File: config.mk
export PLATFORM = sky130hd
export DESIGN_NAME = conv_layer_sequencer
export DESIGN_NICKNAME = d
export VERILOG_FILES = /design/src/rtl/conv_layer_sequencer_pkg.sv /design/src/rtl/conv_layer_sequencer.sv
export SDC_FILE = /design/constraint.sdc
export NUM_CORES = 1
export LEC_CHECK = 0
export BUFFER_PORTS_ARGS = -buffer_cell sky130_fd_sc_hd__buf_2
export CAP_MARGIN = 20
export CORE_MARGIN = 10
export CORE_UTILIZATION = 35
export DETAILED_ROUTE_END_ITERATION = 16
export GPL_TIMING_DRIVEN = 0
export SLEW_MARGIN = 20
export SYNTH_ARGS = -nofsm -noshare
export SYNTH_HDL_FRONTEND = slang
export SYNTH_SLANG_ARGS = --single-unit
File: constraint.sdc
create_clock -name aclk -period 3.6 [get_ports aclk]
set_input_delay 0.54 -clock aclk [delete_from_list [all_inputs] [get_ports aclk]]
set_output_delay 0.54 -clock aclk [all_outputs]
set_load 0.01 [all_outputs]
File: src/rtl/conv_layer_sequencer_pkg.sv
// Shared definitions for the conv layer sequencer: default widths, FSM states, o_state codes.
package conv_layer_sequencer_pkg;

  localparam int unsigned LAYER_W_DEF = 2;
  localparam int unsigned CH_W_DEF    = 6;
  localparam int unsigned ROW_W_DEF   = 8;
  localparam int unsigned STATE_W     = 2;

  // Internal sequencing states
  typedef enum logic [2:0] {
    S_IDLE  = 3'd0,
    S_CFG   = 3'd1,
    S_PARAM = 3'd2,
    S_RUN   = 3'd3,
    S_DRAIN = 3'd4,
    S_DONE  = 3'd5
  } fsm_t;

  // Externally visible phase code broadcast to in_buffer and conv
  typedef enum logic [STATE_W-1:0] {
    OST_IDLE  = 2'd0,
    OST_LOAD  = 2'd1,
    OST_RUN   = 2'd2,
    OST_DRAIN = 2'd3
  } ostate_t;

endpackage

File: src/rtl/conv_layer_sequencer.sv
// Hardware layer -> oc -> ic loop for the conv accelerator; requests config/params and tracks rows/drain.
module conv_layer_sequencer
  import conv_layer_sequencer_pkg::*;
#(
  parameter int unsigned LAYER_W = LAYER_W_DEF,
  parameter int unsigned CH_W    = CH_W_DEF,
  parameter int unsigned ROW_W   = ROW_W_DEF
) (
  input  logic               aclk,
  input  logic               areset,
  input  logic               i_start,
  input  logic               i_abort,
  input  logic [LAYER_W-1:0] i_num_layers,
  output logic               o_cfg_req,
  input  logic               i_cfg_valid,
  input  logic [CH_W-1:0]    i_cfg_ic_last,
  input  logic [CH_W-1:0]    i_cfg_oc_last,
  input  logic [ROW_W-1:0]   i_cfg_row_last,
  output logic               o_param_req,
  input  logic               i_params_valid,
  input  logic               i_row_done,
  input  logic               i_send_done,
  output logic [STATE_W-1:0] o_state,
  output logic [LAYER_W-1:0] o_current_layer,
  output logic [CH_W-1:0]    o_current_ic,
  output logic [CH_W-1:0]    o_current_oc,
  output logic               o_valid,
  output logic               o_busy,
  output logic               o_done,
  output logic               o_err
);

  fsm_t               state;
  logic [LAYER_W-1:0] num_layers;
  logic [CH_W-1:0]    ic_last;
  logic [CH_W-1:0]    oc_last;
  logic [ROW_W-1:0]   row_last;
  logic [ROW_W-1:0]   row_cnt;
  logic               stray_pulse;

  // Row pulses are legal while running or draining; send pulses only while draining
  always_comb begin
    stray_pulse = 1'b0;
    if (i_row_done && !(state == S_RUN || state == S_DRAIN)) stray_pulse = 1'b1;
    if (i_send_done && state != S_DRAIN)                     stray_pulse = 1'b1;
  end

  // Sequencer FSM with nested layer/oc/ic/row counters and registered outputs
  always_ff @(posedge aclk) begin
    if (areset) begin
      state           <= S_IDLE;
      num_layers      <= '0;
      ic_last         <= '0;
      oc_last         <= '0;
      row_last        <= '0;
      row_cnt         <= '0;
      o_cfg_req       <= 1'b0;
      o_param_req     <= 1'b0;
      o_state         <= OST_IDLE;
      o_current_layer <= '0;
      o_current_ic    <= '0;
      o_current_oc    <= '0;
      o_valid         <= 1'b0;
      o_busy          <= 1'b0;
      o_done          <= 1'b0;
      o_err           <= 1'b0;
    end else begin
      o_valid <= 1'b0;
      o_done  <= 1'b0;

      if (i_abort) begin
        state           <= S_IDLE;
        o_state         <= OST_IDLE;
        o_busy          <= 1'b0;
        o_cfg_req       <= 1'b0;
        o_param_req     <= 1'b0;
        o_current_layer <= '0;
        o_current_ic    <= '0;
        o_current_oc    <= '0;
        row_cnt         <= '0;
      end else begin
        case (state)
          S_IDLE: begin
            if (i_start) begin
              state           <= S_CFG;
              o_state         <= OST_LOAD;
              o_busy          <= 1'b1;
              o_cfg_req       <= 1'b1;
              o_current_layer <= '0;
              o_current_ic    <= '0;
              o_current_oc    <= '0;
              row_cnt         <= '0;
              num_layers      <= i_num_layers;
              o_err           <= 1'b0;
            end
          end

          S_CFG: begin
            if (o_cfg_req && i_cfg_valid) begin
              ic_last     <= i_cfg_ic_last;
              oc_last     <= i_cfg_oc_last;
              row_last    <= i_cfg_row_last;
              o_cfg_req   <= 1'b0;
              o_param_req <= 1'b1;
              state       <= S_PARAM;
            end
          end

          S_PARAM: begin
            if (i_params_valid) begin
              o_param_req <= 1'b0;
              o_valid     <= 1'b1;
              o_state     <= OST_RUN;
              state       <= S_RUN;
            end
          end

          S_RUN: begin
            if (i_row_done) begin
              if (row_cnt == row_last) begin
                row_cnt <= '0;
                if (o_current_ic < ic_last) begin
                  o_current_ic <= o_current_ic + CH_W'(1);
                  o_param_req  <= 1'b1;
                  o_state      <= OST_LOAD;
                  state        <= S_PARAM;
                end else begin
                  o_state <= OST_DRAIN;
                  state   <= S_DRAIN;
                end
              end else begin
                row_cnt <= row_cnt + ROW_W'(1);
              end
            end
          end

          S_DRAIN: begin
            if (i_send_done) begin
              o_current_ic <= '0;
              if (o_current_oc < oc_last) begin
                o_current_oc <= o_current_oc + CH_W'(1);
                o_param_req  <= 1'b1;
                o_state      <= OST_LOAD;
                state        <= S_PARAM;
              end else begin
                o_current_oc <= '0;
                if (o_current_layer < num_layers) begin
                  o_current_layer <= o_current_layer + LAYER_W'(1);
                  o_cfg_req       <= 1'b1;
                  o_state         <= OST_LOAD;
                  state           <= S_CFG;
                end else begin
                  o_done <= 1'b1;
                  state  <= S_DONE;
                end
              end
            end
          end

          S_DONE: begin
            o_state <= OST_IDLE;
            o_busy  <= 1'b0;
            state   <= S_IDLE;
          end

          default: begin
            o_state <= OST_IDLE;
            o_busy  <= 1'b0;
            state   <= S_IDLE;
          end
        endcase
      end

      // Misplaced completion pulses latch the error, even over a same-cycle start
      if (stray_pulse) o_err <= 1'b1;
    end
  end

endmodule

==> results of run 1 <==
[logic make-up after synthesis]
family	synth area share, %
compound gates	14.9
flops	40.2
fa+ha+maj	6.40
buf+inv	4.52
mux	2.60
xor+xnor	6.08
simple gates	25.3
[sequential cells by signal, summed over array words and instances, names as in the netlist]
register,cells
ic_last,6
o_param_req,1
num_layers,2
o_done,1
o_cfg_req,1
o_busy,1
o_current_layer,2
o_state,2
row_cnt,8
o_current_oc,6
state,3
o_current_ic,6
o_valid,1
o_err,1
oc_last,6
row_last,8
[area by class of cell]
| cell class | instances | area, um2 |
|---|---|---|
| buffer | 14 | 60.1 |
| multi-input combinational | 255 | 1510 |
| inverter | 17 | 63.8 |
| clock buffer | 5 | 68.8 |
| clock inverter | 3 | 25.0 |
| tap | 102 | 128 |
| timing repair buffer | 50 | 250 |
| fill | 830 | 4480 |
| sequential | 55 | 1100 |
[cells in the final DEF (no fill, tap or decap), types with 6 or more instances in the layout]
| cell | count |
|---|---|
| nor2_1 | 29 |
| mux2i_1 | 6 |
| buf_2 | 50 |
| clkbuf_1 | 13 |
| nand3_1 | 10 |
| xor2_1 | 17 |
| a21oi_1 | 43 |
| nand2_1 | 65 |
| inv_1 | 17 |
| dfxtp_1 | 55 |
| ha_1 | 14 |
| nand4_1 | 11 |
[metrics by stage]
| step | setup WS (ns) | area [um2] | std cells |
|---|---|---|---|
| after global placement | 1.33 | 3120 | 493 |
| final | 1.27 | 3210 | 501 |
| after CTS | 1.28 | 3210 | 501 |
| after floorplan | 1.49 | 2740 | 341 |
| after global routing | 1.17 | 3210 | 501 |
| after detailed placement | 1.31 | 3120 | 493 |
[worst paths after layout]
path,from,endpoint,cells after the start
min reg2reg,o_param_req$_SDFFE_PP0P_,o_param_req$_SDFFE_PP0P_,2
max,o_current_ic[3]$_SDFFE_PP0P_,o_current_ic[4]$_SDFFE_PP0P_,7
min,i_cfg_oc_last[1],oc_last[1]$_SDFFE_PP0P_,3
max reg2reg,o_current_ic[3]$_SDFFE_PP0P_,o_current_ic[4]$_SDFFE_PP0P_,7
[worst max-delay path, stage by stage, from the launching register on]
cell      delay (ns)
dfxtp_1         0.46
ha_1            0.29
a21oi_1         0.15
o221ai_1        0.25
or3_1           0.40
buf_6           0.15
or4_1           0.47
o211ai_1        0.10
[per-layer routing]
metal | up-vias | GRT usage, %
li1 | 1291 | -
met1 | 1150 | 14.3
met2 | 62 | 19.5
met3 | 8 | 2.80
met4 | 0 | 4.80
met5 | - | 0
[power groups by stage]
stage | clock network, uW | registers, uW | logic [uW]
detailed placement | 0 | 634 | 88.8
CTS | 379 | 620 | 89.2
floorplan | 0 | 634 | 49.8
global route | 397 | 621 | 99.3
finish | 365 | 619 | 88.7
global placement | 0 | 633 | 88.0
==> results.md, run 1 <==
* Routed wire per std cell at 13.5 um
* Global Route Usage Sum at 11.7%
* Hold slack at between 0.4 and 0.5 ns
* H-tree depth at 2
* Antenna violations before repair at 0
* Largest fanout on the critical path at 9
* Initial core utilization at 35.6%
* Sequential Power Share at 57.7%
* Synth top cells by count: 65 x nand2_1, 55 x dfxtp_1, 43 x a21oi_1
* Final worst-path cycle share at 64.6%
* First-pass GRT wire length at ~11 mm
* Layout Utilization at 41.8%
* Startpoint types: flop
* Pin count of the biggest net entering global routing at 20
* Syn avg cell area at 8.03 um2
* Die area at between 10000 and 15000 um2
* Max-cap violations at 0
* RSZ-0062 raised after global routing: false
* Area growth, synth to finish at 17.2%
* Pwr/cell area at between 300 and 400 nW/um2
* Met1 WL at 3.10 mm
* Post-synth ARST share at 0%
* CP required at 3.84 ns
* Syn Nets at roughly 390
* Int Pwr at 791 uW
* IO buf count at 50
* Clock power frac at 34.0%
* Peak supply drop at between 100 and 150 uV
* Fmax at between 400 and 500 MHz
* Die height at 108 um
* Final HPWL DP at between 5 and 6 mm
* Rel. slew slack at 50.4%
* Worst hold path class: input port to flop
* Cell row count at 32
* Post-DRT Antenna Nets at 0
* Clock transition at the registers of the reported paths at between 0.1 and 0.15 ns
* Post-CTS setup buffer count at 0
* Resize count post-CTS at 0
* Final Power at between 1000 and 1500 uW
* Drt total wl at 6.77 mm
* Final min period at 2.33 ns
* Clock Sinks at 55
* # setup viols final at 0
* Yosys top cell by area: dfxtp_1
* CTS buffer count at 5
* Synth warn at 0
* Pre-Repair DR Iteration Count at 4
* Setup TNS at 0 ns
* Synth top area share at 40.2%
* Comb pwr share at 8.3%
* Clock Tree Buf Depth at 2
* #FFs+latches synth at 55
* Slew @ Worst Pin at between 0.7 and 0.8 ns
* Vias at 2511
* Final Hold Fails at 0
* Crit path DAT at 2.57 ns
* Synth top area cells: dfxtp_1 40%, nand2_1 8.9%, a21oi_1 7.9%
* Final routed DRC violation total at 0
* Die W at 108 um
* CTS root buf: clkbuf_8
* GR Overflow Total at 0
* Critical path class: flop to flop
* CTS tree: done
* R2r setup slk at 1.27 ns
* Antenna diodes at 0
* I/O pins at 52
* P_sw at approximately 280 uW
* Sw Share at a little over a quarter
* Share of cells above drive strength 1 at 16.5%
* Max Used Layer: met4
* Syn Inst Count at 341
* DR iter-0 viols at 96
* Skew final at 0.0186 ns
* Post-synth EDFFs at 0
* Crit. End Element: flop
* Main synth FF type: dfxtp_1
* Most frequent cell after synthesis: nand2_1
* Worst skew pair latency at ~0.33 ns
* Slew Viols, Final at 0
* Placer Congestion at ~0.84
* Area of the mapped netlist at between 2000 and 3000 um2
* Nets at 442
* DR WL met3 at 415 um
* CTS Hold Bufs at 0
* Sequential element share of the synthesized area at 40.2%
* Yosys cell types at 47
* Met2 WL post-DR at 3.14 mm
* LEAKAGE at 0.00130 uW
* Core area at 7690 um2
* Number of global-route vias before repair at ~2400
* Status: finished, final reports clean
* Vias per cell at 5.01
(Power assumes the default switching activity.)
==> run 2, diff against run 1 <==
==> constraint.sdc (replaced) <==
create_clock -name aclk -period 2.3 [get_ports aclk]
set_input_delay 0.345 -clock aclk [delete_from_list [all_inputs] [get_ports aclk]]
set_output_delay 0.345 -clock aclk [all_outputs]
set_load 0.01 [all_outputs]
==> results.md, run 2 (same netlist as run 1, synthesis figures left out) <==
* Status: finished, final reports clean
* # setup viols final at 0
* Final worst-path cycle share at approximately 96%
* Die W at 108 um
* CP delay by family, top: simple AND/OR/NAND/NOR gates
* Final routed DRC violation total at 0
* Final Hold Fails at 0
* GR Overflow Total at 0
* Max-cap violations at 0
* Worst hold path class: input port to flop
* Post-CTS setup buffer count at 0
* Routed wire per std cell at 13.5 um
* Cell row count at 32
* Fmax at roughly 450 MHz
* Antenna violations before repair at 0
* Number of global-route vias before repair at 2429
* Core area at 7690 um2
* Final Power at about 1700 uW
* Final non-filler cell area at 3240 um2
* Slew @ Worst Pin at 0.606 ns
* Antenna diodes at 0
* Peak supply drop at roughly 220 uV
* Initial core utilization at 35.6%
* Post-DRT Antenna Nets at 0
* Clock Tree Buf Depth at 2
* Vias per cell at slightly above 5
* Most common cell after layout, fill and taps aside: nand2_1
* I/O pins at 52
* First-pass GRT wire length at roughly 11 mm
* LEAKAGE at 0.00131 uW
* Startpoint types: flop
* Die area at 11800 um2
* Pwr/cell area at around 520 nW/um2
* Clock Sinks at between 50 and 60
* Rel. slew slack at about three fifths
* CTS tree: done
* Area growth, synth to finish at 18.3%
* Pre-Repair DR Iteration Count at 4
* Biggest regs: row_cnt: 8 flops, row_last: 8 flops
* CTS buffer count at 5
* Vias at 2531
* Crit path DAT at 2.45 ns
* H-tree depth at 2
* Skew final at 0.0186 ns
* Crit-path slowest cell: or4_1
* Place WS at 0.0232 ns
* DR iter-0 viols at between 100 and 150
* Share of cells above drive strength 1 at 18.5%
* IO buf count at 50
* Nets at 442
* Global Route Usage Sum at approximately an eighth
* CP required at 2.54 ns
* Commonest cells after routing, fill and taps aside: 65 x nand2_1, 52 x dfxtp_1, 50 x buf_2
* Buffers plus inverters on the worst setup path at 1
* Final WS setup at 0.0957 ns
* Layout fillers at 828
* Final min period at 2.20 ns
* Largest fanout on the critical path at 9
* Crit. End Element: flop
* Layout Utilization at a little over two fifths
* Pin count of the biggest net entering global routing at 20
* Worst-path cell chain: xor2_1 > nor4_4 > nand3_1 > or3_1 > buf_6 > or4_1 > o211ai_1
* CTS root buf: clkbuf_8
* Clock transition at the registers of the reported paths at 0.12 ns
* Final HPWL DP at 5.33 mm
* Critical path class: flop to flop
* Placed Area at 3120 um2
* Drt total wl at 6.77 mm
* Worst skew pair latency at 0.33 ns
* Slew Viols, Final at 0
* Slowest stage delay, CP at ~0.47 ns
* RSZ-0062 raised after global routing: true
* Die height at 108 um
* Placer Congestion at 0.838
run 2: cell counts in the layout (fill, tap and decap cells not counted):
No cell type changed its count.
run 2: worst paths after layout:
check                                         startpoint                            to  slack (ns)  cells after the start
worst max-delay path             row_cnt[6]$_SDFFE_PP0P_  o_current_ic[4]$_SDFFE_PP0P_         0.1                      7
worst min-delay path                    i_cfg_oc_last[1]       oc_last[1]$_SDFFE_PP0P_        0.23                      3
worst max register to register   row_cnt[6]$_SDFFE_PP0P_  o_current_ic[4]$_SDFFE_PP0P_         0.1                      7
worst min register to register  o_param_req$_SDFFE_PP0P_      o_param_req$_SDFFE_PP0P_        0.45                      2
run 2: cell type report:
cell class	count	area, um2	area share [%]
sequential	55	1100	34.1
clock buffer	5	68.8	2.12
timing repair buffer	50	250	7.72
multi-input combinational	255	1540	47.5
buffer	14	60.1	1.85
tap	102	128	3.94
clock inverter	3	25.0	0.772
inverter	17	63.8	1.97
run 2: power breakdown:
part           leakage (uW)  switching (uW)  internal [uW]
combinational      0.000820            86.7           53.7
clock             0.0000452             348            223
sequential         0.000446            7.54            962
total               0.00131             442           1240
run 2: worst min-delay path: stages:
cell	delay [ns]
buf_2	0.10
nand2_1	0.04
a21oi_1	0.05
run 2: routing by layer:
| metal | track usage, % | part of all wire [%] | up-vias |
|---|---|---|---|
| li1 | - | - | 1292 |
| met1 | 14.3 | 45 | 1172 |
| met2 | 19.5 | 47 | 59 |
| met3 | 2.80 | 6.4 | 8 |
| met4 | 4.80 | 1.8 | 0 |
| met5 | 0 | 0 | - |
run 2: timing repair:
item / in CTS / in global routing
resized for setup: 1 / 7
endpoints found under the setup margin: 2 / 28
hold buffers: 0 / 0
run 2: per-stage QoR:
step                      TNS [ns]  hold WS (ns)  instances
final                            0         0.235        501
after floorplan                  0         0.436        341
after CTS                        0         0.233        501
after global placement           0         0.430        493
after detailed placement         0         0.436        493
after global routing        -0.338         0.239        501
